==> src/rtl/cpu_run_ctrl.sv <==
// cpu_run_ctrl -- load/run/dump sequencer for the pipelined MIPS CPU.
//
// Streams a program into instruction RAM and pads the rest with END_WORD.
// Holds the CPU in reset until start. It then runs the CPU until END_WORD is
// fetched or MAX_CYCLES elapse, and drains the pipeline for DRAIN_CYCLES.
// Finally it dumps DUMP_WORDS words of data RAM and raises done.
//
// Ports
//   CLK, RESET            clock (rising edge), synchronous active-high reset
//   load_valid/data/last  program word stream in
//   load_ready            word accepted on an edge where load_valid && load_ready
//   start                 begin execution (honoured only in READY)
//   imem_we/addr/wdata    instruction RAM write port
//   cpu_rst, cpu_en       CPU reset and advance enable
//   if_valid, if_instr    fetch-stage instruction, watched for END_WORD
//   dmem_re, dmem_addr    data RAM read port (read data one cycle later)
//   dmem_rdata            data RAM read data
//   dump_valid/addr/data  dumped data RAM words
//   cycle_count           RUN cycles elapsed (detect/timeout cycle included)
//   timeout               run was ended by MAX_CYCLES
//   done                  sequence complete; held until RESET
//
// Handshake: load_ready is a registered output. A word transfers on every
// rising edge where load_valid and load_ready are both high. load_valid is
// ignored whenever load_ready is low.
//
// The FSM state is held in the internal signal 'state' for probing.

module cpu_run_ctrl #(
    parameter int          IMEM_DEPTH   = 512,
    parameter int          DUMP_WORDS   = 512,
    parameter logic [31:0] END_WORD     = 32'hFFFFFFFF,
    parameter int          DRAIN_CYCLES = 5,
    parameter int          MAX_CYCLES   = 0,
    localparam int         IA           = $clog2(IMEM_DEPTH),
    localparam int         DA           = $clog2(DUMP_WORDS)
) (
    input  logic          CLK,
    input  logic          RESET,
    input  logic          load_valid,
    input  logic [31:0]   load_data,
    input  logic          load_last,
    output logic          load_ready,
    input  logic          start,
    output logic          imem_we,
    output logic [IA-1:0] imem_addr,
    output logic [31:0]   imem_wdata,
    output logic          cpu_rst,
    output logic          cpu_en,
    input  logic          if_valid,
    input  logic [31:0]   if_instr,
    output logic          dmem_re,
    output logic [DA-1:0] dmem_addr,
    input  logic [31:0]   dmem_rdata,
    output logic          dump_valid,
    output logic [DA-1:0] dump_addr,
    output logic [31:0]   dump_data,
    output logic [31:0]   cycle_count,
    output logic          timeout,
    output logic          done
);

    typedef enum logic [2:0] {
        S_LOAD,
        S_FILL,
        S_READY,
        S_RUN,
        S_DRAIN,
        S_DUMP,
        S_DONE
    } state_t;

    localparam logic [IA-1:0] LAST_IA = IA'(IMEM_DEPTH - 1);
    localparam logic [DA-1:0] LAST_DA = DA'(DUMP_WORDS - 1);

    state_t        state;
    logic [IA-1:0] ptr;        // next instruction RAM address to write
    logic [31:0]   drain_cnt;  // DRAIN cycles already spent, minus one

    logic end_seen;
    logic limit_hit;

    assign end_seen  = if_valid && (if_instr == END_WORD);
    assign limit_hit = (MAX_CYCLES != 0) && ((cycle_count + 32'd1) == 32'(MAX_CYCLES));

    // The data RAM's output register is the register stage for dump_data.
    // Forwarding it keeps the word aligned with dump_valid/dump_addr.
    // Gating keeps it at zero outside a dump beat.
    assign dump_data = dump_valid ? dmem_rdata : 32'd0;

    always_ff @(posedge CLK) begin
        if (RESET) begin
            state       <= S_LOAD;
            ptr         <= '0;
            drain_cnt   <= '0;
            load_ready  <= 1'b0;
            imem_we     <= 1'b0;
            imem_addr   <= '0;
            imem_wdata  <= '0;
            cpu_rst     <= 1'b1;
            cpu_en      <= 1'b0;
            dmem_re     <= 1'b0;
            dmem_addr   <= '0;
            dump_valid  <= 1'b0;
            dump_addr   <= '0;
            cycle_count <= '0;
            timeout     <= 1'b0;
            done        <= 1'b0;
        end else begin
            // Single-cycle strobes.
            imem_we    <= 1'b0;
            dump_valid <= 1'b0;

            case (state)
                S_LOAD: begin
                    load_ready <= 1'b1;
                    if (load_valid && load_ready) begin
                        imem_we    <= 1'b1;
                        imem_addr  <= ptr;
                        imem_wdata <= load_data;
                        ptr        <= ptr + IA'(1);
                        // A full RAM ends loading whether or not load_last is set.
                        if (ptr == LAST_IA) begin
                            load_ready <= 1'b0;
                            state      <= S_READY;
                        end else if (load_last) begin
                            load_ready <= 1'b0;
                            state      <= S_FILL;
                        end
                    end
                end

                S_FILL: begin
                    imem_we    <= 1'b1;
                    imem_addr  <= ptr;
                    imem_wdata <= END_WORD;
                    ptr        <= ptr + IA'(1);
                    if (ptr == LAST_IA) begin
                        state <= S_READY;
                    end
                end

                S_READY: begin
                    if (start) begin
                        cpu_rst <= 1'b0;
                        cpu_en  <= 1'b1;
                        state   <= S_RUN;
                    end
                end

                S_RUN: begin
                    cycle_count <= cycle_count + 32'd1;
                    // End detect takes priority over the cycle limit.
                    if (end_seen || limit_hit) begin
                        if (!end_seen) begin
                            timeout <= 1'b1;
                        end
                        if (DRAIN_CYCLES == 0) begin
                            cpu_en    <= 1'b0;
                            dmem_re   <= 1'b1;
                            dmem_addr <= '0;
                            state     <= S_DUMP;
                        end else begin
                            drain_cnt <= '0;
                            state     <= S_DRAIN;
                        end
                    end
                end

                S_DRAIN: begin
                    if (drain_cnt == 32'(DRAIN_CYCLES - 1)) begin
                        cpu_en    <= 1'b0;
                        dmem_re   <= 1'b1;
                        dmem_addr <= '0;
                        state     <= S_DUMP;
                    end else begin
                        drain_cnt <= drain_cnt + 32'd1;
                    end
                end

                S_DUMP: begin
                    // Each read issued last cycle becomes a dump beat now.
                    dump_valid <= dmem_re;
                    dump_addr  <= dmem_addr;
                    if (dmem_re) begin
                        if (dmem_addr == LAST_DA) begin
                            dmem_re <= 1'b0;
                        end else begin
                            dmem_addr <= dmem_addr + DA'(1);
                        end
                    end else begin
                        // The last beat is on the outputs this cycle.
                        done  <= 1'b1;
                        state <= S_DONE;
                    end
                end

                S_DONE: begin
                    done <= 1'b1;
                end

                default: begin
                    state <= S_LOAD;
                end
            endcase
        end
    end

endmodule
==> config.mk <==
export PLATFORM = sky130hd
export DESIGN_NAME = cpu_run_ctrl
export DESIGN_NICKNAME = d
export VERILOG_FILES = /design/src/rtl/cpu_run_ctrl.sv
export SDC_FILE = /design/constraint.sdc
export NUM_CORES = 1
export LEC_CHECK = 0
export ABC_AREA = 0
export BUFFER_PORTS_ARGS = -buffer_cell sky130_fd_sc_hd__buf_2
export CAP_MARGIN = 20
export CORE_ASPECT_RATIO = 0.6
export CORE_MARGIN = 4
export CORE_UTILIZATION = 35
export CTS_BUF_LIST = sky130_fd_sc_hd__clkbuf_16
export CTS_CLUSTER_SIZE = 24
export DETAILED_ROUTE_END_ITERATION = 10
export GPL_ROUTABILITY_DRIVEN = 0
export HOLD_SLACK_MARGIN = 0.03
export PLACE_DENSITY = 0.72
export SKIP_CTS_REPAIR_TIMING = 1
export SYNTH_ARGS = -nofsm -noshare
export SYNTH_HDL_FRONTEND = slang
export SYNTH_SLANG_ARGS = --single-unit
==> constraint.sdc <==
create_clock -name CLK -period 5.7 [get_ports CLK]
set_input_delay 0.57 -clock CLK [delete_from_list [all_inputs] [get_ports CLK]]
set_output_delay 0.57 -clock CLK [all_outputs]
set_load 0.02 [all_outputs]
# Word-level counts from Yosys, hierarchy flattened
# Cells that the tools add are included.
[word_totals] output_inout_bits=131 rom_bits=0 latch_bits=0 register_bits=142 n_memories=0 ramBits=0 word_cells=95
[classes] div=0 eq_ne=20 n_lt_le_gt_ge=0 shifts=0 reduce_logical=17 bitwise_logic=2 mux=37 addsub=4 mul=0
[ops] op="32-bit two-way mux" n=4
[ops] op="32-bit one-hot mux with 2 select lines" n=2
[ops] op="32-bit by 1-bit adder with 32-bit output (second input constant)" n=2
[ops] op="9-bit one-hot mux with 2 select lines" n=3
[ops] op="9-bit two-way mux" n=5
[ops] op="32-bit by 3-bit equality test with 1-bit output (second input constant)" n=1
[ops] op="32-bit equality test (second input constant)" n=1
[ops] op="3-bit two-way mux" n=8
[ops] op="3-bit one-hot mux with 7 select lines" n=1
[ops] op="9-bit by 1-bit adder with 9-bit output (second input constant)" n=2
[ops] op="9-bit equality test (second input constant)" n=2
[ops] op="2-bit != test (second input constant)" n=9
[ops] op="1-bit two-way mux" n=10
[ops] op="2-bit nonzero test" n=5
[ops] op="3-bit equality test (second input constant)" n=3
[ops] op="1-bit one-hot mux with 2 select lines" n=4
[ops] op="2-bit AND reduction" n=4
[ops] op="8-bit AND reduction" n=1
[ops] op="3-bit by 2-bit equality test with 1-bit output (second input constant)" n=2
[ops] op="3-bit AND reduction" n=2
[ops] op="4-bit AND reduction" n=1
[ops] op="3-bit by 1-bit equality test with 1-bit output (second input constant)" n=1
[ops] op="3-bit zero test" n=1
[ops] op="3-bit != test (second input constant)" n=1
[ops] op="other kinds (3)" n=5

# Depth between registers and ports, before layout
# Gate-level depths: netlist of the first run.
[logic_depth] word_depth=4 ltp_mapped=10

# Least setup slack after synthesis of the first run
# Ideal clock, no wire load.
[synth_path] kind="input to register" from="in if_valid" to="reg drain_cnt[18]" t_arrival_ps=2063 setup_time_ps=71 path_slack_ps=3566 cell_stages=7 t_required_ps=5629 n_path_buf=1 cell_sequence="nand4_1 nor4_2 nand4_4 and2_4 buf_6 or3_1 a21oi_1"
[synth_via] elab_chain_cells=3
[synth_lines] item="start: declaration" line_no="50" text="input logic if_valid,"
[synth_lines] item="1-bit logical AND" line_no="83" text="assign end_seen = if_valid && (if_instr == END_WORD);"
[synth_lines] item="2-bit != test (no source line)"
[synth_lines] item="3-bit AND reduction (no source line)"
[synth_lines] item="end signal: assignment" line_no="177" text="drain_cnt <= drain_cnt + 32'd1;"
[synth_lines] item="end: declaration" line_no="78" text="logic [31:0] drain_cnt;"
# Every way passes these cells.
# A chain may end at the register's enable or synchronous reset.

# Worst setup path after layout of the first run
[layout_path] from="reg state[1]" to="reg drain_cnt[24]"
[layout_via] elab_chain_cells=3 elab_cells_between_ends=7
[layout_lines] item="start: declaration" line_no="76" text="state_t state;"
[layout_lines] item="start signal: assignment" line_no="93" text="state <= S_LOAD;"
[layout_lines] item="start signal: assignment" line_no="125" text="state <= S_READY;"
[layout_lines] item="start signal: assignment" line_no="128" text="state <= S_FILL;"
[layout_lines] item="3-bit equality test / 3-bit by 2-bit equality test with 1-bit output (equally long branches)" line_no="114" text="case (state)"
[layout_lines] item="2-bit != test (no source line) / 2-bit nonzero test (equally long branches)"
[layout_lines] item="3-bit AND reduction (no source line)"
# Parallel ways exist; a longest one is shown, timed or not.

==> results of run 1 <==
==> worst min-delay path: stages <==
cell	delay, ns
buf_2	0.10
nor2_1	0.09
nor3_1	0.05
==> where the power goes <==
group	internal, mW	switching (mW)
logic	0.207	0.408
registers	1.10	0.0727
clock network	0.685	0.431
==> cell families after synthesis <==
logic type,synth area share
other,0.000582
XOR/XNOR,0.0857
AND/OR/NAND/NOR,0.331
flip-flops,0.441
AO/OA/AOI/OAI,0.0870
adder cells (fa/ha/maj),0.0136
multiplexers,0.00486
buffers and inverters,0.0359
==> metrics by stage <==
step | hold slack [ns] | setup slack (ns)
CTS | 0.416 | 2.60
finish | 0.429 | 2.58
floorplan | 0.449 | 3.57
global route | 0.422 | 2.32
global placement | 0.440 | 2.75
detailed placement | 0.445 | 2.61
==> registers in the layout, summed over array words and instances, names as in the netlist <==
signal / count
cpu_rst: 1
imem_we: 1
load_ready: 1
dump_addr: 9
dump_valid: 1
drain_cnt: 32
cycle_count: 32
dmem_addr: 9
cpu_en: 1
dmem_re: 1
done: 1
ptr: 9
state: 3
imem_addr: 9
imem_wdata: 32
==> routing by layer <==
layer	wire length, um	track usage
met3	2000	0.0588
met4	304	0.0481
met2	8130	0.276
met1	8600	0.251
met5	0	0
==> how the worst max path moves through the flow <==
stage,slack [ns],startpoint,end
floorplan,3.57,if_valid,drain_cnt[18]$_SDFFE_PP0P_
global placement,2.75,state[1]$_SDFFE_PP0P_,drain_cnt[21]$_SDFFE_PP0P_
detailed placement,2.61,state[1]$_SDFFE_PP0P_,drain_cnt[24]$_SDFFE_PP0P_
CTS,2.60,state[1]$_SDFFE_PP0P_,drain_cnt[24]$_SDFFE_PP0P_
global route,2.32,state[1]$_SDFFE_PP0P_,drain_cnt[24]$_SDFFE_PP0P_
finish,2.58,state[1]$_SDFFE_PP0P_,drain_cnt[24]$_SDFFE_PP0P_
==> placed cells by master, fill, tap and decap left out, drive strengths merged, types with 2 or more instances in the layout <==
cell        n
or2         3
nor4       10
xnor2      36
nand2      83
o211ai      5
and4        4
nand2b      6
mux2i       2
nor4b       2
xor2       27
and2       36
and3        8
dfxtp     142
bufinv      3
clkinv      8
clkbuf     17
o21ai      15
ha          7
o21bai      2
nor3       43
nor2      152
a21oi      53
or3        13
inv        14
nand4      39
nor2b       2
nand3      26
buf       235
or4         2
a211oi      6
a2111oi     5
clkinvlp    3
==> layout make-up <==
type                            count  share of cell area
Timing Repair Buffer              235               0.142
Tap cell                          240              0.0360
Multi-Input combinational cell    598               0.404
Clock buffer                       17              0.0509
Inverter                           13             0.00584
Sequential cell                   142               0.340
Clock inverter                     15              0.0205
==> impl_metrics.toml, run 1 <==
[finish]
fin_nets = 1116
drive_above_1_share = 0.280
syn2layout_area_growth_pct = 29.7
fin_cells = 1260
diodes = 0
multi_input_area_sq_um = 3370
fillers = 1792
final_cell_area_sq_um = 8350
utilization = 0.462
seq_area_sq_um = 2840

[clock_tree]
cts-root-buf = "clkbuf_16"
cts.sinks = 142
clkTransAtPathRegs_ns = 0.06
cts_buffers = 17
ctsHtreeMaxLevel = 4
clockBufferDepth = 2
cts_tree = "built"
clock_latency_ns = 0.42

[synth]
seq_area_frac_synth = 0.441
yosys.area.top_type_share = 0.441
ys.flop_type = "dfxtp_1"
yosys.area.top_type = "dfxtp_1"
synth.distinct_cells = 57
ys_ff_latch = 142
yosysMostFrequentCell = "nor2_1"
synth_async_sr_flop_share = 0
avgSynthCellArea_sq_um = 8.10
syn_area_sq_um = 6440
synth_edf_count = 0
ys_top_cells_by_area = "dfxtp_1 44%, nor2_1 8.9%, xnor2_1 4.9%, nand2_1 4.8%, a21oi_1 4.1%"
syn_nets = 904
synthTopCellsByCount = "152 x nor2_1, 142 x dfxtp_1, 83 x nand2_1"
synthCells = 795
yosysWarnings = 0

[grt]
antenna_found_initial = 1
grt_overflow_total = 0
grt_pass1_vias = 5932
grtUsageTotal = 0.182
grt_pass1_wl_um = 30700
grt_max_degree = 83

[floorplan]
die-area_sq_um = 20700
start_util = 0.356
ios = 233
core_area_sq_um = 18100
die_h_um = 113
dieWidth_um = 183
num_rows = 38

[drt]
drcViolationCount = 0
vias = 6367
dr.pass1.iters = 7
vias_per_cell = 5.05
drt_iter0_markers = 384
drt-wirelength-per-cell_um = 15.1
drtAntennaViolNets = 0
drt_wl_total_um = 19000

[critical_path]
critical_path_depth = 7
crit_type = "register to register"
required_ns = 6.01
crit_buf_inv = 1
crit_arrival_ns = 3.43
end_kind = "register"
cp_max_fo = 28
timing.rr.end = "drain_cnt[24]$_SDFFE_PP0P_"
crit_family = "simple AND/OR/NAND/NOR gates"
slowest_stage = "nand2b_1"
ff2ff_path_depth = 7
rrSetupSlack_ns = 2.58
cpPeakStageDelay_ns = 0.63
crit_path_start_kind = "register"
path_common_cell = "nand2_1"
r2r-start = "state[1]$_SDFFE_PP0P_"
crit_chain = "nand2_1 -> nor2_1 -> nand4_4 -> nand2b_1 -> buf_4 -> or4_1 -> nand2_1"

[timing]
fin_skew_ns = 0.00981
rsz0062_at_grt = "false"
totalNegativeSetupSlack_ns = 0
hold_viol = 0
slew_headroom = 0.432
slew_viol_final = 0
clock.fmax_mhz = 321
fin_crit_sh = 0.547
finalCriticalPeriod_ns = 3.12
setup_viol = 0
tightest_slew_ns = 0.852

[placement]
place_inst = 1228
port_buffers = 231
placed_area_sq_um = 7750
dp_hpwl_um = 14200

[status]
outcome = "finished, final reports clean"

[job]
maxCapViolations = 0

[power]
ir_drop_v = 0.000322
p_leak_nw = 3.53
power_mw = 2.90
powerDensity_nw_per_um2 = 348

[worst_hold_path]
hold_class = "input port to register"
min_to = "imem_wdata[24]$_SDFFE_PP0P_"
hold_depth = 3
min-delay-start = "load_data[24]"
Power figures use the tool's default switching activity.
==> run 2, diff against run 1 <==
--- a/config.mk
+++ b/config.mk
@@ -16,7 +16,7 @@
 export DETAILED_ROUTE_END_ITERATION = 10
 export GPL_ROUTABILITY_DRIVEN = 0
 export HOLD_SLACK_MARGIN = 0.03
-export PLACE_DENSITY = 0.72
+export PLACE_DENSITY = 0.74
 export SKIP_CTS_REPAIR_TIMING = 1
 export SYNTH_ARGS = -nofsm -noshare
 export SYNTH_HDL_FRONTEND = slang
==> constraint.sdc (replaced) <==
create_clock -name CLK -period 2.8 [get_ports CLK]
set_input_delay 0.28 -clock CLK [delete_from_list [all_inputs] [get_ports CLK]]
set_output_delay 0.28 -clock CLK [all_outputs]
set_load 0.02 [all_outputs]
==> impl_metrics.toml, run 2 (same netlist as run 1, synthesis figures left out) <==
[timing]
finalCriticalPeriod_ns = 2.57
fin_crit_sh = 0.918
clock.fmax_mhz = 389
setup_viol = 0
fin_skew_ns = 0.00745
layout_setup_ws_ns = 0.229
whs_ns = 0.145
hold_viol = 0
rsz0062_at_grt = "false"
slew_headroom = 0.466
totalNegativeSetupSlack_ns = 0
tightest_slew_ns = 0.801
slew_viol_final = 0

[critical_path]
ff2ff_path_depth = 6
end_kind = "register"
cp_max_fo = 26
crit_type = "register to register"
rrSetupSlack_ns = 0.23
crit_path_start_kind = "register"
required_ns = 3.14
crit_arrival_ns = 2.92
timing.rr.end = "state[0]$_SDFFE_PP0P_"
r2r-start = "drain_cnt[24]$_SDFFE_PP0P_"

[finish]
final_cell_area_sq_um = 8540
drive_above_1_share = 0.286
top_regs = "cycle_count (32), drain_cnt (32), imem_wdata (32)"
diodes = 0
multi_input_area_sq_um = 3370
fin_nets = 1128
fin_cells = 1271
utilization = 0.473
fillers = 1737
final_common_cell = "buf_2"
layout.cells.most_common_list = "230 x buf_2, 152 x nor2_1, 142 x dfxtp_1"
syn2layout_area_growth_pct = 32.6
seq_area_sq_um = 2840

[power]
power_mw = 6.33
powerDensity_nw_per_um2 = 741
p_leak_nw = 3.64
ir_drop_v = 0.000619

[drt]
drt_wl_total_um = 19000
drtAntennaViolNets = 0
vias = 6386
vias_per_cell = 5.02
drt_iter0_markers = 470
drcViolationCount = 0
drt-wirelength-per-cell_um = 15.0
dr.pass1.iters = 5

[placement]
place_inst = 1240
port_buffers = 231
placed_area_sq_um = 7850
pre_cts_slack_ns = 0.317
dp_hpwl_um = 14100

[floorplan]
core_area_sq_um = 18100
die-area_sq_um = 20700
num_rows = 38
ios = 233
die_h_um = 113
start_util = 0.356
dieWidth_um = 183

[grt]
grt_pass1_vias = 5765
grt_max_degree = 52
grt_overflow_total = 0
grtUsageTotal = 0.177
grt_pass1_wl_um = 29800
antenna_found_initial = 1

[clock_tree]
cts.sinks = 142
ctsHtreeMaxLevel = 4
cts_tree = "built"
clkTransAtPathRegs_ns = 0.06
cts_buffers = 17
cts-root-buf = "clkbuf_16"
clockBufferDepth = 2
clock_latency_ns = 0.41

[status]
outcome = "finished, final reports clean"

[job]
maxCapViolations = 0

[worst_hold_path]
hold_depth = 3
min_to = "imem_wdata[13]$_SDFFE_PP0P_"
min-delay-start = "load_data[13]"
hold_class = "input port to register"
-- run 2: cell count changes in the layout (fill, tap and decap cells not counted), sizes merged --
| cell | before | now |
|---|---|---|
| bufinv | 3 | 8 |
| buf | 235 | 247 |
| clkinvlp | 3 | 2 |
| clkinv | 8 | 3 |
-- run 2: power breakdown --
| part | total, mW | switching [mW] | internal, mW | leakage (nW) |
|---|---|---|---|---|
| Combinational | 1.28 | 0.843 | 0.437 | 2.15 |
| Clock | 2.69 | 0.855 | 1.83 | 0.335 |
| Sequential | 2.36 | 0.124 | 2.24 | 1.15 |
| Total | 6.33 | 1.82 | 4.51 | 3.64 |
-- run 2: how the worst max path moves through the flow --
stage | startpoint | endpoint | slack, ns | cells after the start
6_report | drain_cnt[24]$_SDFFE_PP0P_ | state[0]$_SDFFE_PP0P_ | 0.23 | 6
5_1_grt | drain_cnt[24]$_SDFFE_PP0P_ | state[0]$_SDFFE_PP0P_ | 0.12 | 6
4_1_cts | drain_cnt[24]$_SDFFE_PP0P_ | state[0]$_SDFFE_PP0P_ | 0.30 | 6
3_5_place_dp | drain_cnt[24]$_SDFFE_PP0P_ | state[0]$_SDFFE_PP0P_ | 0.32 | 6
3_3_place_gp | drain_cnt[24]$_SDFFE_PP0P_ | state[0]$_SDFFE_PP0P_ | 0.32 | 6
2_1_floorplan | drain_cnt[0]$_SDFFE_PP0P_ | drain_cnt[10]$_SDFFE_PP0P_ | 0.84 | 10
-- run 2: area by class of cell --
| class | count | area share |
|---|---|---|
| clock inverters | 14 | 0.0318 |
| clock buffers | 17 | 0.0498 |
| well taps | 240 | 0.0352 |
| inverters | 13 | 0.00571 |
| repair buffers | 247 | 0.150 |
| flip-flops and latches | 142 | 0.333 |
| multi-input cells | 598 | 0.395 |
-- run 2: per-layer routing --
metal / GRT usage / up-vias / wire length (um)
met2: 0.266 / 293 / 8100
met5: 0 / - / 0
li1: - / 3165 / -
met4: 0.0402 / 0 / 223
met1: 0.244 / 2910 / 8530
met3: 0.0652 / 18 / 2150
-- run 2: worst max-delay path, stage by stage, from the launching register on --
cell	delay [ns]
dfxtp_1	0.38
nor4_1	0.46
nand4_1	0.29
o21bai_4	0.61
o211ai_2	0.23
a2111o_1	0.42
a21oi_1	0.12
==> run 3, diff against run 2 <==
--- a/config.mk
+++ b/config.mk
@@ -16,7 +16,8 @@
 export DETAILED_ROUTE_END_ITERATION = 10
 export GPL_ROUTABILITY_DRIVEN = 0
 export HOLD_SLACK_MARGIN = 0.03
-export PLACE_DENSITY = 0.74
+export PLACE_DENSITY = 0.72
+export SETUP_SLACK_MARGIN = 0.4
 export SKIP_CTS_REPAIR_TIMING = 1
 export SYNTH_ARGS = -nofsm -noshare
 export SYNTH_HDL_FRONTEND = slang
==> constraint.sdc (replaced) <==
create_clock -name CLK -period 2.43 [get_ports CLK]
set_input_delay 0.243 -clock CLK [delete_from_list [all_inputs] [get_ports CLK]]
set_output_delay 0.243 -clock CLK [all_outputs]
set_load 0.02 [all_outputs]
==> impl_metrics.toml, run 3 (same netlist as run 1, synthesis figures left out) <==
[status]
outcome = "finished, final reports clean"

[power]
ir_drop_v = 0.000652
powerDensity_nw_per_um2 = 766
p_seq_frac = 0.393
p_leak_nw = 3.85
sw_frac_of_total = 0.336
power_mw = 6.93
combPwrFrac = 0.224
p_clk_frac = 0.383
p_sw_mw = 2.33
cell_internal_pwr_mw = 4.60

[drt]
drt_iter0_markers = 536
vias = 6678
drcViolationCount = 0
drt_wl_total_um = 20900
vias_per_cell = 5.09
drt-wirelength-per-cell_um = 15.9
dr.pass1.iters = 6
drtAntennaViolNets = 0

[finish]
fillers = 1664
utilization = 0.501
syn2layout_area_growth_pct = 40.5
final_common_cell = "buf_2"
top_regs = "cycle_count (32), drain_cnt (32), imem_wdata (32)"
fin_nets = 1169
diodes = 0
layout.cells.most_common_list = "230 x buf_2, 148 x nor2_1, 129 x dfxtp_1"
drive_above_1_share = 0.356

[clock_tree]
cts_tree = "built"
cts_buffers = 17
cts.sinks = 142
clkTransAtPathRegs_ns = 0.07
ctsHtreeMaxLevel = 4
clockBufferDepth = 2
cts-root-buf = "clkbuf_16"
clock_latency_ns = 0.42

[grt]
antenna_found_initial = 1
use_met1 = 0.253
grtUsageTotal = 0.182
grtUsageMet3 = 0.0562
grt_overflow_total = 0
met2_usage = 0.283
grt_pass1_wl_um = 30800
top_usage_layer = "met2"
grt_pass1_vias = 5951
grt_max_degree = 48

[timing]
totalNegativeSetupSlack_ns = 0
whs_ns = 0.0935
slew_viol_final = 0
slew_headroom = 0.434
setup_viol = 0
fin_skew_ns = 0.0108
clock.fmax_mhz = 478
tightest_slew_ns = 0.842
fin_crit_sh = 0.861
finalCriticalPeriod_ns = 2.09
rsz0062_at_grt = "true"
hold_viol = 0

[floorplan]
core_area_sq_um = 18100
num_rows = 38
die-area_sq_um = 20700
ios = 233
die_h_um = 113
start_util = 0.356
dieWidth_um = 183

[critical_path]
required_ns = 2.79
cpPeakStageDelay_ns = 0.41
crit_chain = "and3_4 -> nand3_1 -> nor2_2 -> ha_2 -> o211ai_1 -> a22oi_2 -> o211ai_2 -> a2111o_1 -> a21oi_2"
slowest_stage = "a2111o_1"
end_kind = "register"
cp_max_fo = 4
crit_buf_inv = 0
crit_family = "compound AO/OA/AOI/OAI gates"
crit_type = "register to register"
crit_arrival_ns = 2.45
crit_path_start_kind = "register"

[job]
maxCapViolations = 0

[placement]
port_buffers = 231
dp_hpwl_um = 14600

[worst_hold_path]
hold_class = "input port to register"
-- run 3: cell types whose count changed in the layout (fill, tap and decap cells not counted), sizes merged --
cell / previous run / this run
nand4: 39 / 40
and2: 36 / 37
clkinv: 3 / 6
bufinv: 8 / 1
buf: 247 / 286
inv: 14 / 21
clkinvlp: 2 / 0
-- run 3: final timing paths --
check	startpoint	to	slack [ns]	depth (start not counted)
worst max-delay path	ptr[4]$_SDFFE_PP0P_	state[0]$_SDFFE_PP0P_	0.34	9
worst max register to register	ptr[4]$_SDFFE_PP0P_	state[0]$_SDFFE_PP0P_	0.34	9
worst min-delay path	load_data[28]	imem_wdata[28]$_SDFFE_PP0P_	0.09	3
worst min register to register	dump_addr[7]$_SDFFE_PP0P_	dump_addr[7]$_SDFFE_PP0P_	0.45	2
-- run 3: stage by stage --
stage	instance area, sq um	std cells	setup slack, ns
after floorplan	6440	795	0.468
after global placement	7930	1250	0.224
after detailed placement	7930	1250	0.208
after CTS	8530	1282	0.170
after global routing	9050	1313	0.191
final	9050	1313	0.338
-- run 3: final cells by class --
type | count | area [sq um] | share of cell area
Sequential cell | 142 | 2860 | 0.317
Inverter | 13 | 48.8 | 0.00539
Tap cell | 240 | 300 | 0.0332
Clock buffer | 17 | 425 | 0.0470
Multi-Input combinational cell | 600 | 3630 | 0.401
Clock inverter | 15 | 175 | 0.0194
Timing Repair Buffer | 286 | 1600 | 0.177
-- run 3: power groups by stage --
| stage | registers (mW) | logic, mW | clock network, mW |
|---|---|---|---|
| 2_1_floorplan | 3.02 | 0.710 | 0 |
| 3_3_place_gp | 2.75 | 1.52 | 0 |
| 3_5_place_dp | 2.75 | 1.54 | 0 |
| 4_1_cts | 2.71 | 1.54 | 2.69 |
| 5_1_grt | 2.75 | 1.72 | 2.81 |
| 6_report | 2.72 | 1.55 | 2.65 |
-- run 3: per-layer routing --
metal  share of wire  routed length, um
met5               0                  0
met4          0.0047                 99
met3            0.11               2190
met2            0.45               9300
met1            0.44               9290
-- run 3: worst register-to-register path: cells and delay by family (launching register included) --
kind / cells / cell delay (ns)
flip-flops: 1 / 0.37
AO/OA/AOI/OAI: 5 / 0.97
adder cells (fa/ha/maj): 1 / 0.19
AND/OR/NAND/NOR: 3 / 0.48
